$ cat config.mk
export PLATFORM = sky130hd
export DESIGN_NAME = self_draw_flat
export DESIGN_NICKNAME = d
export VERILOG_FILES = /design/src/rtl/self_draw_if.sv /design/src/rtl/self_draw.sv /design/src/flat_wrapper.sv
export SDC_FILE = /design/constraint.sdc
export NUM_CORES = 1
export LEC_CHECK = 0
export BUFFER_PORTS_ARGS = -buffer_cell sky130_fd_sc_hd__buf_2
export CORE_MARGIN = 2
export CORE_UTILIZATION = 30
export CTS_BUF_LIST = sky130_fd_sc_hd__clkbuf_8 sky130_fd_sc_hd__clkbuf_16
export DETAILED_ROUTE_END_ITERATION = 10
export PLACE_DENSITY = 0.59
export SLEW_MARGIN = 5
export SYNTH_ARGS = -nofsm -noshare
export SYNTH_HDL_FRONTEND = slang
export SYNTH_SLANG_ARGS = --single-unit
$ cat constraint.sdc
create_clock -name clk -period 3.1 [get_ports clk]
set_input_delay 0.31 -clock clk [delete_from_list [all_inputs] [get_ports clk]]
set_output_delay 0.31 -clock clk [all_outputs]
set_load 0.02 [all_outputs]
$ cat src/rtl/self_draw_if.sv
// Command and pixel-stream bus between the player controller, self_draw and the VGA adapter.
// The master side issues commands and consumes pixels. The slave side is the sequencer.
interface self_draw_if;
   logic       self_enable;
   logic [1:0] op;
   logic [7:0] x;
   logic [7:0] vga_x;
   logic [6:0] vga_y;
   logic [2:0] colour;
   logic       plot;
   logic       done;

   modport master (
      output self_enable, op, x,
      input  vga_x, vga_y, colour, plot, done
   );

   modport slave (
      input  self_enable, op, x,
      output vga_x, vga_y, colour, plot, done
   );
endinterface

$ cat src/rtl/self_draw.sv
// Player-ship pixel sequencer: turns each draw/erase/fire command into a row-major stream of
// single-pixel VGA writes, followed by a one-cycle done pulse.
module self_draw #(
   parameter int          SHIP_W      = 10,
   parameter int          SHIP_H      = 4,
   parameter int          SHIP_Y      = 110,
   parameter int          FIRE_W      = 2,
   parameter int          FIRE_H      = 20,
   parameter int          SCREEN_W    = 160,
   parameter logic [2:0]  SHIP_COLOUR = 3'b010,
   parameter logic [2:0]  FIRE_COLOUR = 3'b100
) (
   input  logic        clk,
   input  logic        reset_n,
   self_draw_if.slave  bus
);

   localparam int COL_W = $clog2(SHIP_W > FIRE_W ? SHIP_W : FIRE_W);
   localparam int ROW_W = $clog2(SHIP_H > FIRE_H ? SHIP_H : FIRE_H);

   typedef enum logic [1:0] {IDLE, SHIP, FIRE, DONE} state_t;
   typedef enum logic [1:0] {OP_DRAW, OP_ERASE, OP_FIRE, OP_NOP} op_t;

   state_t             state, state_nxt;
   op_t                op_r, op_nxt;
   logic [7:0]         x0, x0_nxt;
   logic [COL_W-1:0]   col, col_nxt;
   logic [ROW_W-1:0]   row, row_nxt;
   logic [8:0]         col_sum;

   // NOTE: sequential state uses non-blocking assignments so every register samples the
   // pre-edge values of the others, independent of statement order.
   always_ff @(posedge clk) begin
      if (!reset_n) begin
         state <= IDLE;
         op_r  <= OP_DRAW;
         x0    <= '0;
         col   <= '0;
         row   <= '0;
      end else begin
         state <= state_nxt;
         op_r  <= op_nxt;
         x0    <= x0_nxt;
         col   <= col_nxt;
         row   <= row_nxt;
      end
   end

   // NOTE: every signal written here gets a default first, so no path leaves one unassigned
   // and no latch is inferred.
   always_comb begin
      state_nxt = state;
      op_nxt    = op_r;
      x0_nxt    = x0;
      col_nxt   = col;
      row_nxt   = row;
      case (state)
         IDLE: begin
            if (bus.self_enable) begin
               op_nxt    = op_t'(bus.op);
               x0_nxt    = bus.x;
               col_nxt   = '0;
               row_nxt   = '0;
               state_nxt = (op_t'(bus.op) == OP_NOP) ? DONE : SHIP;
            end
         end
         SHIP: begin
            if (col == COL_W'(SHIP_W - 1)) begin
               col_nxt = '0;
               if (row == ROW_W'(SHIP_H - 1)) begin
                  row_nxt   = '0;
                  state_nxt = (op_r == OP_DRAW) ? DONE : FIRE;
               end else begin
                  row_nxt = row + 1'b1;
               end
            end else begin
               col_nxt = col + 1'b1;
            end
         end
         FIRE: begin
            if (col == COL_W'(FIRE_W - 1)) begin
               col_nxt = '0;
               if (row == ROW_W'(FIRE_H - 1)) begin
                  row_nxt   = '0;
                  state_nxt = DONE;
               end else begin
                  row_nxt = row + 1'b1;
               end
            end else begin
               col_nxt = col + 1'b1;
            end
         end
         default: state_nxt = IDLE;
      endcase
   end

   // Pixel outputs; the column sum is kept 9 bits wide so off-screen pixels are detected,
   // not wrapped onto the left edge. Clipped pixels still take their cycle.
   always_comb begin
      col_sum     = '0;
      bus.vga_x   = '0;
      bus.vga_y   = '0;
      bus.colour  = '0;
      bus.plot    = 1'b0;
      bus.done    = (state == DONE);
      case (state)
         SHIP: begin
            col_sum    = {1'b0, x0} + 9'(col);
            bus.vga_x  = col_sum[7:0];
            bus.vga_y  = 7'(SHIP_Y) + 7'(row);
            bus.colour = (op_r == OP_ERASE) ? 3'b000 : SHIP_COLOUR;
            bus.plot   = (col_sum < 9'(SCREEN_W));
         end
         FIRE: begin
            col_sum    = {1'b0, x0} + 9'(SHIP_W / 2 - 1) + 9'(col);
            bus.vga_x  = col_sum[7:0];
            bus.vga_y  = 7'(SHIP_Y - 1) - 7'(row);
            bus.colour = (op_r == OP_ERASE) ? 3'b000 : FIRE_COLOUR;
            bus.plot   = (col_sum < 9'(SCREEN_W));
         end
         default: ;
      endcase
   end

endmodule

$ cat src/flat_wrapper.sv
// flat-port wrapper written by rule: the top's interface ports become plain ports
module self_draw_flat 
#(
   parameter int          SHIP_W      = 10,
   parameter int          SHIP_H      = 4,
   parameter int          SHIP_Y      = 110,
   parameter int          FIRE_W      = 2,
   parameter int          FIRE_H      = 20,
   parameter int          SCREEN_W    = 160,
   parameter logic [2:0]  SHIP_COLOUR = 3'b010,
   parameter logic [2:0]  FIRE_COLOUR = 3'b100
)
  (clk, reset_n, bus_self_enable, bus_op, bus_x, bus_vga_x, bus_vga_y, bus_colour, bus_plot, bus_done);
  self_draw_if bus_i ();
  input  logic clk;
  input  logic reset_n;
  input wire logic [$bits(bus_i.self_enable)-1:0] bus_self_enable;
  input wire logic [$bits(bus_i.op)-1:0] bus_op;
  input wire logic [$bits(bus_i.x)-1:0] bus_x;
  output wire logic [$bits(bus_i.vga_x)-1:0] bus_vga_x;
  output wire logic [$bits(bus_i.vga_y)-1:0] bus_vga_y;
  output wire logic [$bits(bus_i.colour)-1:0] bus_colour;
  output wire logic [$bits(bus_i.plot)-1:0] bus_plot;
  output wire logic [$bits(bus_i.done)-1:0] bus_done;
  assign bus_i.self_enable = bus_self_enable;
  assign bus_i.op = bus_op;
  assign bus_i.x = bus_x;
  assign bus_vga_x = bus_i.vga_x;
  assign bus_vga_y = bus_i.vga_y;
  assign bus_colour = bus_i.colour;
  assign bus_plot = bus_i.plot;
  assign bus_done = bus_i.done;
  self_draw #(.SHIP_W(SHIP_W), .SHIP_H(SHIP_H), .SHIP_Y(SHIP_Y), .FIRE_W(FIRE_W), .FIRE_H(FIRE_H), .SCREEN_W(SCREEN_W), .SHIP_COLOUR(SHIP_COLOUR), .FIRE_COLOUR(FIRE_COLOUR)) u_core (.clk(clk), .reset_n(reset_n), .bus(bus_i));
endmodule
Word-level counts from Yosys, hierarchy flattened
Index checks and enable logic that the tools add are counted.
{ "totals": {"wordCells": 59, "register_bits": 21, "out_inout_bits": 20} }
{ "classes": {"magnitude_cmp": 2, "n_eq_ne": 14, "reduce_logical": 7, "add_sub_neg": 7, "n_mux": 24} }
{ "op_table": {"columns": ["op", "n"], "rows": [
  ["2-to-1 mux 5 bit", 5],
  ["less-than comparator 9 x 8 -> 1 bit (second input constant)", 2],
  ["case mux 8 bit (2 select lines)", 1],
  ["case mux 5 bit (3 select lines)", 1],
  ["2-to-1 mux 2 bit", 7],
  ["case mux 7 bit (2 select lines)", 1],
  ["2-to-1 mux 4 bit", 3],
  ["case mux 4 bit (3 select lines)", 1],
  ["adder 8 x 3 -> 9 bit (second input constant)", 1],
  ["adder 8 x 4 -> 9 bit", 1],
  ["adder 9 x 4 -> 9 bit", 1],
  ["inequality test 2 x 1 -> 1 bit (second input constant)", 4],
  ["adder 6 x 6 -> 7 bit (first input constant)", 1],
  ["subtractor 6 x 6 -> 7 bit (first input constant)", 1],
  ["== test 2 bit (second input constant)", 3],
  ["case mux 2 bit (3 select lines)", 1],
  ["case mux 3 bit (2 select lines)", 1],
  ["adder 5 x 1 -> 5 bit (second input constant)", 1],
  ["== test 5 x 2 -> 1 bit (second input constant)", 1],
  ["== test 5 bit (second input constant)", 1],
  ["AND reduction 5 bit", 1],
  ["adder 4 x 1 -> 4 bit (second input constant)", 1],
  ["== test 2 x 1 -> 1 bit (second input constant)", 2],
  ["== test 4 x 1 -> 1 bit (second input constant)", 1],
  ["other kinds (9)", 11]
]} }

Logic depth before layout (Yosys ltp)
Gate-level depths: netlist (run 1).
{ "logic_depth": {"depth_word": 5, "mapped_depth": 8, "mapped_depth_nobuf": 8} }

Worst setup path after synthesis (run 1)
OpenSTA, ideal clock, no wires.
{ "synth_timing": {"path_type": "reg2out", "from": "register u_core.col[1]", "to": "output bus_vga_x[5]", "setup_slack_ns": 0.623, "path_buffers": 0, "t_arrival_ns": 2.167, "required_time_ns": 2.790, "stages_incl_launch_ff": 9, "cell_sequence": "dfxtp_1 > ha_1 > inv_1 > fa_1 > ha_1 > o21ai_1 > o2bb2ai_2 > a221o_1 > a21boi_1"} }
{ "synth_between": {"elab_chain_len": 2, "word_cells_on_any_way": 3, "classes_between": "add/sub (2); mux (1)"} }
{ "synth_rtl": {"columns": ["element", "line_no", "text"], "rows": [
  ["start: declaration", "self_draw.sv:27", "logic [COL_W-1:0] col, col_nxt;"],
  ["start signal: assignment", "self_draw.sv:44", "col <= col_nxt;"],
  ["adder 9 x 4 -> 9 bit or adder 8 x 4 -> 9 bit (tied branches)", "self_draw.sv:115, self_draw.sv:108", null],
  ["case mux 8 bit (2 select lines) (*)", "self_draw.sv:106", "case (state)"],
  ["end: declaration", "flat_wrapper.sv:20", "output wire logic [$bits(bus_i.vga_x)-1:0] bus_vga_x;"]
]} }
Every way passes the cells marked *; elsewhere a longest branch is shown, timed or not.

Final worst setup path (run 1)
{ "layout_timing": {"from": "register u_core.col[0]", "to": "output bus_plot"} }
{ "layout_between": {"elab_chain_len": 3, "word_cells_on_any_way": 5, "classes_between": "add/sub (2); order compare (2); mux (1)"} }
{ "layout_rtl": {"columns": ["element", "line_no", "text"], "rows": [
  ["adder 9 x 4 -> 9 bit or adder 8 x 4 -> 9 bit (tied branches)", "self_draw.sv:115, self_draw.sv:108", null],
  ["less-than comparator 9 x 8 -> 1 bit, on equally long branches", "self_draw.sv:119, self_draw.sv:112", null],
  ["case mux 1 bit (2 select lines) (*)", "self_draw.sv:106", null],
  ["end: declaration", "flat_wrapper.sv:23", "output wire logic [$bits(bus_i.plot)-1:0] bus_plot;"]
]} }
Marked as above.

==> out/metrics.csv, run 1 <==
stage;metric;value;unit
worst_setup_path;R2R cell count;8;
logic_synthesis;syn nets;274;
worst_setup_path;Critical Path Start Type;register;
sta;Final WS setup;0.211;ns
logic_synthesis;Synth Area in Compound Gates;26.5;%
worst_setup_path;Req. time, crit path;2.79;ns
logic_synthesis;mux cell area share after synthesis;3.32;%
finish;Nets;303;
route;total number of vias;1761;
logic_synthesis;Yosys reg bits;21;
pwr;LEAKAGE;0.951;nW
worst_setup_path;crit-path cells;ha_1 -> fa_1 -> a211oi_1 -> nor2_1 -> or3_1 -> a21oi_1 -> a41o_1 -> buf_2;
route;Routed Wire Length;4750;µm
worst_setup_path;critical path's top delay family;adder cells;
floorplanning;DIE WIDTH;83.3;µm
grt;initial antenna violation count;0;
logic_synthesis;Synth area leader;dfxtp_1;
logic_synthesis;XOR/XNOR Fraction of Synth Area;3.25;%
worst_setup_path;R2R Setup Slk;0.93;ns
route;Post-route DRC;0;
pwr;sequential power share;25.9;%
logic_synthesis;top-count cell post-synth;nand2_1;
sta;RSZ-0062 raised after global routing;no;
clocking;CTS tree;yes;
logic_synthesis;Synth async-reset ratio;0;%
route;First-pass DRT Iterations;4;
logic_synthesis;Synth top area share;22.3;%
clocking;Clock Latency Late Sink;0.27;ns
pwr;power per standard cell area;636;nW/µm²
logic_synthesis;combinational family with the most area after synthesis;compound AO/OA/AOI/OAI gates;
worst_setup_path;CP max-delay cell;fa_1;
pwr;power share of the clock group;13.1;%
worst_setup_path;arrival time at the worst endpoint;2.58;ns
min_path;worst hold path class;in -> reg;
finish;share of layout cells above drive strength 1;18.4;%
grt;total gr overflow;0;
clocking;H-tree Lvls;1;
finish;Final Non-Filler Cells;342;
worst_setup_path;critical path startpoint;u_core.col[0]$_SDFFE_PN0P_;
logic_synthesis;most frequent cells after synthesis;nand2_1 (35), dfxtp_1 (21), ha_1 (20);
route;routed length per instance;13.9;µm
sta;fmax;346;MHz
flow_run;max_cap viols;0;
logic_synthesis;Ys Warns;0;
finish;Core Util, Final;36.1;%
grt;largest net degree at the start of global routing;20;
logic_synthesis;sequential share of the synthesized area;22.3;%
sta;Hold Vio Cnt, Final;0;
clocking;clk sinks;21;
logic_synthesis;Syn Area/Cell;7.89;µm²
sta;pins over their slew limit;0;
placed_design;HPWL Detailed;3690;µm
logic_synthesis;main area contributors after synthesis;dfxtp_1 (22%), ha_1 (13%), nand2_1 (7.0%);
logic_synthesis;EDFF count, synth;0;
floorplanning;die area;6940;µm²
floorplanning;core outline area;5990;µm²
sta;Tcrit/Tclk final;93.2;%
grt;Global Route Usage Sum;14.0;%
run_status;outcome;finished, final reports clean;
route;vias per inst;5.15;
finish;# diodes;0;
route;antenna viol nets, final;0;
finish;Final Cell Area;2160;µm²
logic_synthesis;Cell Area, Synth;1890;µm²
logic_synthesis;Primary FF master, synth;dfxtp_1;
floorplanning;# rows;28;
grt;first-pass GRT wire length;8100;µm
pwr;internal cell power;0.000708;W
clocking;CTS max path bufs;2;
placed_design;I/O Buffers;31;
pwr;combinational power share;61.0;%
worst_setup_path;worst flop-to-flop path endpoint;u_core.row[3]$_SDFFE_PN0P_;
clocking;Root Driver;clkbuf_8;
min_path;Hold Startpoint;bus_x[0];
worst_setup_path;Max stage delay on crit path;0.50;ns
logic_synthesis;Unique masters post-synth;53;
sta;fin crit period;2.89;ns
pwr;Max IR drop VDD;0.302;mV
pwr;Switch Pwr;0.000668;W
placed_design;pre-CTS setup slack;0.482;ns
placed_design;placed cells;338;
logic_synthesis;cells after synthesis;239;
worst_setup_path;crit path max fanout;6;
placed_design;Post-DP Area;2120;µm²
sta;setup_tns;0;ns
clocking;clk slew on worst S/H paths;0.07;ns
worst_setup_path;CP Class;reg -> out;
grt;vias in the first global route;1702;
pwr;switching share of power;48.5;%
placed_design;RePlAce Congestion;0.832;
finish;Syn-to-layout area delta;14.7;%
floorplanning;num ports;33;
logic_synthesis;adder-cell area share of the yosys netlist;15.4;%
route;Detailed Route Iter0 Violations;108;
sta;worst clock skew;0.00208;ns
worst_setup_path;worst r2r src;u_core.state[0]$_SDFFE_PN0P_;
floorplanning;Starting Density;31.5;%
floorplanning;Die H;83.3;µm
worst_setup_path;Worst setup EP type;output pin;
worst_setup_path;critical path depth in cells;8;
worst_setup_path;CP endpoint;bus_plot;
clocking;CTS Buf Count;3;
worst_setup_path;Buf/Inv on CP;1;
sta;Final setup viols;0;
logic_synthesis;simple-gate portion of the synthesized area;24.0;%
[power by group through the flow]
stage               clock network (W)  logic [W]  registers [W]
floorplan                           0   0.000621       0.000351
global placement                    0   0.000841       0.000361
CTS                          0.000186   0.000845       0.000356
global route                 0.000193   0.000937       0.000366
finish                       0.000180   0.000840       0.000356
detailed placement                  0   0.000841       0.000363
[worst min-delay path, cell delays in order]
cell      delay (ns)
buf_2           0.10
nand2_1         0.04
a21boi_0        0.06
[stage by stage]
step	power [W]	hold WS, ns
after floorplan	0.000972	0.447
after global placement	0.00120	0.463
after detailed placement	0.00120	0.470
after CTS	0.00139	0.291
after global routing	0.00150	0.301
final	0.00138	0.286
[how the worst min path moves through the flow]
stage / end / slack (ns) / cells after the start
global route: u_core.x0[2]$_SDFFE_PN0P_ / 0.30 / 3
detailed placement: u_core.op_r[0]$_SDFFE_PN0P_ / 0.47 / 2
finish: u_core.x0[0]$_SDFFE_PN0P_ / 0.29 / 3
floorplan: u_core.x0[0]$_SDFFE_PN0P_ / 0.45 / 2
CTS: u_core.x0[0]$_SDFFE_PN0P_ / 0.29 / 3
global placement: u_core.x0[0]$_SDFFE_PN0P_ / 0.46 / 2
[layout by cell type (no fill, tap or decap), types with 2 or more instances in the layout]
master and n:
nand2_1 35, buf_2 31, ha_1 20, dfxtp_1 20
nor2_1 18, inv_1 15, a21boi_0 11, a21oi_1 9
and2_1 8, nor2b_1 8, o21ai_0 6, xnor2_1 5
nand3_1 5, a31oi_1 4, o211ai_1 4, or3_1 4
mux2i_1 4, a211oi_1 3, o21ai_1 3, a21boi_1 3
nand4_1 3, clkbuf_8 3, buf_4 3, a221oi_1 2
o21a_1 2, a21o_1 2, o2bb2ai_1 2, o22ai_1 2
mux2_2 2, a221o_1 2, o31ai_1 2, xor2_1 2
fa_1 2
[cell type report]
cell class                 count  area [µm²]
clock inverter                 1        3.75
timing repair buffer          34         178
multi-input combinational    194        1370
tap                           75        93.8
inverter                      14        52.6
sequential                    21         422
clock buffer                   3        41.3
fill                         658        3830
[sequential cells by signal, indices dropped and copies added (netlist names)]
signal	flops
u_core.x0	8
u_core.op_r	2
u_core.col	4
u_core.state	2
u_core.row	5
[cells by family (layout without fill, tap and decap cells)]
logic type | count (synthesis) | after routing
other cells | 1 | 1
buf+inv | 24 | 52
compound gates | 67 | 67
fa+ha+maj | 22 | 22
xor+xnor | 7 | 7
mux | 6 | 6
flops | 21 | 21
simple gates | 91 | 91
[timing repair]
action                                  4_1_cts  5_1_grt
resized for setup                             0        1
buffers inserted                              0        0
endpoints found under the setup margin        0        1
hold buffers                                  0        0
[routing by layer]
layer  GRT usage, %  vias to the layer above  share of wire (%)
li1               -                      902                  -
met1           19.6                      817                 49
met2           22.2                       38                 46
met3           1.29                        4                4.3
met4           5.22                        0                1.2
met5              0                        -                  0
Power figures use the tool's default switching activity.
==> run 2, diff against run 1 <==
--- a/config.mk
+++ b/config.mk
@@ -8,10 +8,10 @@
 export BUFFER_PORTS_ARGS = -buffer_cell sky130_fd_sc_hd__buf_2
 export CORE_MARGIN = 2
 export CORE_UTILIZATION = 30
-export CTS_BUF_LIST = sky130_fd_sc_hd__clkbuf_8 sky130_fd_sc_hd__clkbuf_16
 export DETAILED_ROUTE_END_ITERATION = 10
 export PLACE_DENSITY = 0.59
 export SLEW_MARGIN = 5
 export SYNTH_ARGS = -nofsm -noshare
 export SYNTH_HDL_FRONTEND = slang
 export SYNTH_SLANG_ARGS = --single-unit
+export TNS_END_PERCENT = 20
==> run 2 against run 1 <==
  * Routed wire length fell by 0.17%
  * Utilization stayed put
  * Cell count stayed put
  * Flip-flop and latch count unchanged
  * Clock power barely moved
==> out/metrics.csv, run 2 (synthesis results as in run 1) <==
stage;metric;value;unit;change
finish;most common cell after layout, fill and taps aside;nand2_1;;unchanged
sta;worst clock skew;0.00243;ns;was 0.00208 ns
clocking;Setup Fix Bufs, Post-CTS;0;;unchanged
finish;Final Cell Area;2160;µm²;unchanged
worst_setup_path;Worst setup EP type;output pin;;unchanged
placed_design;HPWL Detailed;3690;µm;unchanged
run_status;outcome;finished, final reports clean;;unchanged
route;Detailed Route Iter0 Violations;108;;unchanged
pwr;LEAKAGE;0.946;nW;was 0.951 nW
sta;Final setup viols;0;;unchanged
sta;RSZ-0062 raised after global routing;no;;unchanged
worst_setup_path;crit path max fanout;6;;unchanged
worst_setup_path;CP Class;reg -> out;;unchanged
clocking;CTS tree;yes;;unchanged
worst_setup_path;arrival time at the worst endpoint;2.58;ns;about the same
finish;Reg with most FFs;u_core.x0;;unchanged
placed_design;RePlAce Congestion;0.832;;unchanged
clocking;Root Driver;clkbuf_8;;unchanged
route;Post-route DRC;0;;unchanged
sta;fin crit period;2.89;ns;about the same
finish;top flop regs;u_core.x0 x8, u_core.row x5, u_core.col x4;;unchanged
route;Routed Wire Length;4740;µm;was 4750 µm
worst_setup_path;Max stage delay on crit path;0.50;ns;about the same
pwr;power per standard cell area;638;nW/µm²;was 636 nW/µm²
pwr;Tot Pwr;0.00138;W;about the same
floorplanning;Starting Density;31.5;%;unchanged
clocking;CTS max path bufs;2;;unchanged
flow_run;max_cap viols;0;;unchanged
finish;Final Non-Filler Cells;342;;unchanged
worst_setup_path;CP max-delay cell;fa_1;;unchanged
finish;# diodes;0;;unchanged
route;First-pass DRT Iterations;4;;unchanged
clocking;clk sinks;21;;unchanged
worst_setup_path;Buf/Inv on CP;1;;unchanged
finish;Reg area;422;µm²;unchanged
finish;Nets;303;;unchanged
finish;Syn-to-layout area delta;14.7;%;unchanged
grt;largest net degree at the start of global routing;20;;unchanged
route;total number of vias;1766;;was 1761
sta;setup_tns;0;ns;unchanged
route;antenna viol nets, final;0;;unchanged
worst_setup_path;critical path's top delay family;adder cells;;unchanged
clocking;clk slew on worst S/H paths;0.07;ns;about the same
grt;initial antenna violation count;0;;unchanged
route;routed length per instance;13.9;µm;about the same
pwr;Max IR drop VDD;0.301;mV;was 0.302 mV
floorplanning;die area;6940;µm²;unchanged
sta;Tcrit/Tclk final;93.2;%;about the same
grt;total gr overflow;0;;unchanged
min_path;worst hold path class;in -> reg;;unchanged
floorplanning;# rows;28;;unchanged
worst_setup_path;crit-path cells;ha_1 -> fa_1 -> a211oi_1 -> nor2_1 -> or3_1 -> a21oi_1 -> a41o_1 -> buf_2;;unchanged
sta;Hold Vio Cnt, Final;0;;unchanged
clocking;H-tree Lvls;1;;unchanged
placed_design;I/O Buffers;31;;unchanged
finish;max FFs per register;8;;unchanged
sta;pins over their slew limit;0;;unchanged
clocking;CTS Buf Count;3;;unchanged
floorplanning;DIE WIDTH;83.3;µm;unchanged
worst_setup_path;Req. time, crit path;2.79;ns;about the same
grt;Global Route Usage Sum;14.0;%;unchanged
finish;highest-count cells in the layout ignoring fill and taps;nand2_1 (35), buf_2 (31), ha_1 (20), dfxtp_1 (20), nor2_1 (18);;unchanged
finish;multi-input logic area;1370;µm²;unchanged
placed_design;placed cells;338;;unchanged
grt;vias in the first global route;1702;;unchanged
clocking;Clock Latency Late Sink;0.27;ns;about the same
floorplanning;num ports;33;;unchanged
finish;FILL cells;658;;unchanged
route;vias per inst;5.16;;was 5.15
worst_setup_path;Critical Path Start Type;register;;unchanged
placed_design;Post-DP Area;2120;µm²;unchanged
grt;first-pass GRT wire length;8100;µm;unchanged
floorplanning;Die H;83.3;µm;unchanged
finish;share of layout cells above drive strength 1;18.4;%;unchanged
sta;fmax;346;MHz;about the same
floorplanning;core outline area;5990;µm²;unchanged
finish;Core Util, Final;36.1;%;unchanged
run 2: path summary, 6_finish.rpt:
| check | startpoint | slack, ns | cells after the start | endpoint |
|---|---|---|---|---|
| worst max-delay path | u_core.col[0]$_SDFFE_PN0P_ | 0.21 | 8 | bus_plot |
| worst min-delay path | bus_x[0] | 0.29 | 3 | u_core.x0[0]$_SDFFE_PN0P_ |
| worst max register to register | u_core.state[0]$_SDFFE_PN0P_ | 0.93 | 8 | u_core.row[3]$_SDFFE_PN0P_ |
| worst min register to register | u_core.x0[0]$_SDFFE_PN0P_ | 0.47 | 2 | u_core.x0[0]$_SDFFE_PN0P_ |
run 2: tightest hold or removal path, cell delays in order:
cell      delay (ns)
buf_2           0.10
nand2_1         0.04
a21boi_0        0.06
run 2: per-stage QoR:
stage               setup WS (ns)  hold WS (ns)
floorplan                   0.623         0.447
global placement            0.520         0.463
detailed placement          0.482         0.470
CTS                         0.180         0.291
global route               0.0600         0.302
finish                      0.212         0.286
run 2: per-layer routing:
metal	share of wire, %	GRT usage (%)	up-vias
met3	3.9	1.29	4
met2	46	22.2	36
met1	49	19.6	823
li1	-	-	903
met5	0	0	-
met4	1.2	5.22	0
run 2: layout make-up:
cell class,count,area share (%)
Multi-Input combinational cell,194,63.4
Timing Repair Buffer,34,8.22
Inverter,14,2.43
Sequential cell,21,19.5
Tap cell,75,4.34
Clock buffer,4,2.08
run 2: timing repair:
action	in CTS	in global routing
hold buffers	0	0
gates resized for setup	0	1
endpoints found under the setup margin	0	1
run 2: where the power goes:
part / internal [W] / switching (W) / leakage, nW
sequential: 0.000311 / 0.0000450 / 0.172
combinational: 0.000309 / 0.000530 / 0.752
clock: 0.0000918 / 0.0000914 / 0.0228
total: 0.000712 / 0.000667 / 0.946
==> run 3, diff against run 2 <==
--- a/config.mk
+++ b/config.mk
@@ -5,10 +5,12 @@
 export SDC_FILE = /design/constraint.sdc
 export NUM_CORES = 1
 export LEC_CHECK = 0
+export ABC_AREA = 1
 export BUFFER_PORTS_ARGS = -buffer_cell sky130_fd_sc_hd__buf_2
 export CORE_MARGIN = 2
 export CORE_UTILIZATION = 30
 export DETAILED_ROUTE_END_ITERATION = 10
+export HOLD_SLACK_MARGIN = 0.1
 export PLACE_DENSITY = 0.59
 export SLEW_MARGIN = 5
 export SYNTH_ARGS = -nofsm -noshare
==> run 3 against run 2 <==
  * Via count increased by 4.9%
  * Register-to-register slack better by 0.24 ns
  * Cell count up 14%
  * Largest power group unchanged
==> out/metrics.csv, run 3 <==
stage;metric;value;unit;change
floorplanning;DIE WIDTH;82.5;µm;was 83.3 µm
logic_synthesis;top-count cell post-synth;nand2_1;;unchanged
finish;Nets;350;;was 303
placed_design;RePlAce Congestion;0.827;;was 0.832
worst_setup_path;arrival time at the worst endpoint;2.49;ns;was 2.58 ns
sta;Tcrit/Tclk final;90.4;%;was 93.2%
floorplanning;# rows;28;;unchanged
min_path;Hold Startpoint;bus_x[0];;unchanged
clocking;Root Driver;clkbuf_8;;unchanged
route;vias per inst;4.76;;was 5.16
finish;FILL cells;668;;was 658
grt;vias in the first global route;1865;;was 1702
clocking;CTS max path bufs;2;;unchanged
worst_setup_path;R2R Setup Slk;1.17;ns;was 0.93 ns
grt;Global Route Usage Sum;15.1;%;was 14.0%
finish;multi-input logic area;1220;µm²;was 1370 µm²
placed_design;pre-CTS setup slack;0.569;ns;was 0.482 ns
worst_setup_path;Worst setup EP type;output pin;;unchanged
worst_setup_path;CP Class;reg -> out;;unchanged
logic_synthesis;EDFF count, synth;0;;unchanged
pwr;Switch Pwr;0.000738;W;was 0.000667 W
finish;highest-count cells in the layout ignoring fill and taps;nand2_1 (66), inv_1 (39), buf_2 (31);;was nand2_1 (35), buf_2 (31), ha_1 (20), dfxtp_1 (20), nor2_1 (18)
route;antenna viol nets, final;0;;unchanged
pwr;power share of the clock group;12.7;%;was 13.3%
sta;Hold Vio Cnt, Final;0;;unchanged
route;routed length per instance;12.2;µm;was 13.9 µm
flow_run;max_cap viols;0;;unchanged
pwr;internal cell power;0.000695;W;was 0.000712 W
pwr;combinational power share;59.3;%;was 60.9%
finish;# diodes;0;;unchanged
min_path;worst hold path class;in -> reg;;unchanged
floorplanning;num ports;33;;unchanged
logic_synthesis;Synth area leader;dfxtp_1;;unchanged
pwr;power per standard cell area;680;nW/µm²;was 638 nW/µm²
logic_synthesis;cells after synthesis;285;;was 239
logic_synthesis;main area contributors after synthesis;dfxtp_1 (23%), ha_1 (14%), nand2_1 (13%);;was dfxtp_1 (22%), ha_1 (13%), nand2_1 (7.0%)
worst_setup_path;R2R cell count;10;;was 8
pwr;Max IR drop VDD;0.359;mV;was 0.301 mV
grt;first-pass GRT wire length;8110;µm;was 8100 µm
worst_setup_path;Req. time, crit path;2.79;ns;about the same
logic_synthesis;Cell Area, Synth;1850;µm²;was 1890 µm²
pwr;switching share of power;51.5;%;was 48.4%
finish;share of layout cells above drive strength 1;15.9;%;was 18.4%
sta;RSZ-0062 raised after global routing;no;;unchanged
logic_synthesis;syn nets;320;;was 274
clocking;clk sinks;21;;unchanged
sta;Final setup viols;0;;unchanged
pwr;sequential power share;28.0;%;was 25.8%
sta;fin crit period;2.80;ns;was 2.89 ns
min_path;Min-Delay Path Depth;3;;unchanged
logic_synthesis;most frequent cells after synthesis;nand2_1 (66), inv_1 (39), a21oi_1 (28);;was nand2_1 (35), dfxtp_1 (21), ha_1 (20)
route;Detailed Route Iter0 Violations;46;;was 108
logic_synthesis;Yosys reg bits;21;;unchanged
logic_synthesis;Primary FF master, synth;dfxtp_1;;unchanged
route;total number of vias;1852;;was 1766
route;First-pass DRT Iterations;4;;unchanged
finish;top flop regs;u_core.x0 x8, u_core.row x5, u_core.col x4;;unchanged
clocking;clk slew on worst S/H paths;0.08;ns;was 0.07 ns
floorplanning;Die H;82.5;µm;was 83.3 µm
run_status;outcome;finished, final reports clean;;unchanged
clocking;post-CTS sizing;0;;unchanged
clocking;H-tree Lvls;1;;unchanged
finish;max FFs per register;8;;unchanged
grt;total gr overflow;0;;unchanged
route;Routed Wire Length;4760;µm;was 4740 µm
clocking;Setup Fix Bufs, Post-CTS;0;;unchanged
sta;setup_tns;0;ns;unchanged
finish;most common cell after layout, fill and taps aside;nand2_1;;unchanged
grt;initial antenna violation count;0;;unchanged
logic_synthesis;sequential share of the synthesized area;22.7;%;was 22.3%
placed_design;I/O Buffers;31;;unchanged
grt;largest net degree at the start of global routing;17;;was 20
finish;Reg area;420;µm²;was 422 µm²
logic_synthesis;Synth async-reset ratio;0;%;unchanged
floorplanning;core outline area;5960;µm²;was 5990 µm²
clocking;hold buffers post-CTS;0;;unchanged
sta;Slew headroom;63.8;%;
logic_synthesis;Syn Area/Cell;6.49;µm²;was 7.89 µm²
logic_synthesis;Unique masters post-synth;37;;was 53
finish;Syn-to-layout area delta;14.0;%;was 14.7%
pwr;LEAKAGE;1.06;nW;was 0.946 nW
route;Post-route DRC;0;;unchanged
worst_setup_path;crit path max fanout;6;;unchanged
sta;Final WS setup;0.296;ns;was 0.212 ns
min_path;sink of the worst hold path;u_core.x0[0]$_SDFFE_PN0P_;;unchanged
sta;fmax;357;MHz;was 346 MHz
sta;pins over their slew limit;0;;unchanged
floorplanning;die area;6810;µm²;was 6940 µm²
sta;worst clock skew;0.00589;ns;was 0.00243 ns
clocking;CTS tree;yes;;unchanged
worst_setup_path;worst flop-to-flop path endpoint;u_core.row[3]$_SDFFE_PN0P_;;unchanged
clocking;CTS Buf Count;3;;unchanged
clocking;Clock Latency Late Sink;0.26;ns;was 0.27 ns
worst_setup_path;worst r2r src;u_core.state[0]$_SDFFE_PN0P_;;unchanged
floorplanning;Starting Density;31.1;%;was 31.5%
sta;worst-margin pin slew;0.543;ns;
finish;Reg with most FFs;u_core.x0;;unchanged
logic_synthesis;Ys Warns;0;;unchanged
logic_synthesis;Synth top area share;22.7;%;was 22.3%
placed_design;HPWL Detailed;3800;µm;was 3690 µm
worst_setup_path;Critical Path Start Type;register;;unchanged
-- run 3: worst max-delay path by stage --
stage | cells after the start | slack, ns | startpoint | end
after detailed placement | 15 | 0.57 | u_core.col[1]$_SDFFE_PN0P_ | bus_plot
final | 15 | 0.30 | u_core.col[1]$_SDFFE_PN0P_ | bus_plot
after floorplan | 14 | 0.67 | u_core.col[1]$_SDFFE_PN0P_ | bus_plot
after CTS | 15 | 0.28 | u_core.col[1]$_SDFFE_PN0P_ | bus_plot
after global routing | 15 | 0.05 | u_core.col[1]$_SDFFE_PN0P_ | bus_plot
after global placement | 15 | 0.63 | u_core.col[1]$_SDFFE_PN0P_ | bus_plot
-- run 3: layer usage --
| metal | up-vias | wire, µm | track usage [%] |
|---|---|---|---|
| met2 | 29 | 2270 | 27.4 |
| met1 | 838 | 2330 | 19.3 |
| met5 | - | 0 | 0 |
| met4 | 0 | 34 | 2.62 |
| li1 | 981 | - | - |
| met3 | 4 | 135 | 1.85 |
-- run 3: logic make-up after synthesis --
logic type      count (synthesis)  share of synthesized area, %
flops                          21                          22.7
xor+xnor                        4                          1.89
compound gates                 63                          18.5
fa+ha+maj                      22                          15.7
buf+inv                        49                          11.3
simple gates                  125                          29.6
other cells                     1                         0.203
-- run 3: power by group through the flow --
stage / registers, W / clock network, W / logic, W
finish: 0.000401 / 0.000182 / 0.000850
global route: 0.000413 / 0.000195 / 0.000959
CTS: 0.000400 / 0.000189 / 0.000856
detailed placement: 0.000406 / 0 / 0.000851
global placement: 0.000405 / 0 / 0.000845
floorplan: 0.000385 / 0 / 0.000640
-- run 3: critical path, stage by stage, from the launching register on --
cell,delay [ns]
dfxtp_1,0.45
ha_1,0.19
inv_1,0.05
fa_1,0.50
ha_1,0.15
inv_1,0.03
nand2_1,0.08
nand3_1,0.11
nand2_1,0.12
nand2_1,0.06
nand2_1,0.08
nand2_1,0.05
nand2_1,0.05
nand2_1,0.04
a21oi_1,0.11
buf_2,0.17
-- run 3: through the flow --
step	cell area [µm²]	utilization [%]	instances	power [W]	hold WS [ns]
floorplan	1850	-	285	0.00103	0.448
global placement	2060	34.6	385	0.00125	0.484
detailed placement	2060	34.6	385	0.00126	0.502
CTS	2110	35.4	389	0.00145	0.317
global route	2110	35.4	389	0.00157	0.340
finish	2110	35.4	389	0.00143	0.316
-- run 3: cell type report --
| cell class | count | area share [%] |
|---|---|---|
| Clock buffer | 3 | 1.96 |
| Tap cell | 75 | 4.45 |
| Multi-Input combinational cell | 215 | 57.9 |
| Sequential cell | 21 | 19.9 |
| Clock inverter | 1 | 0.237 |
| Timing Repair Buffer | 32 | 7.72 |
| Inverter | 42 | 7.83 |
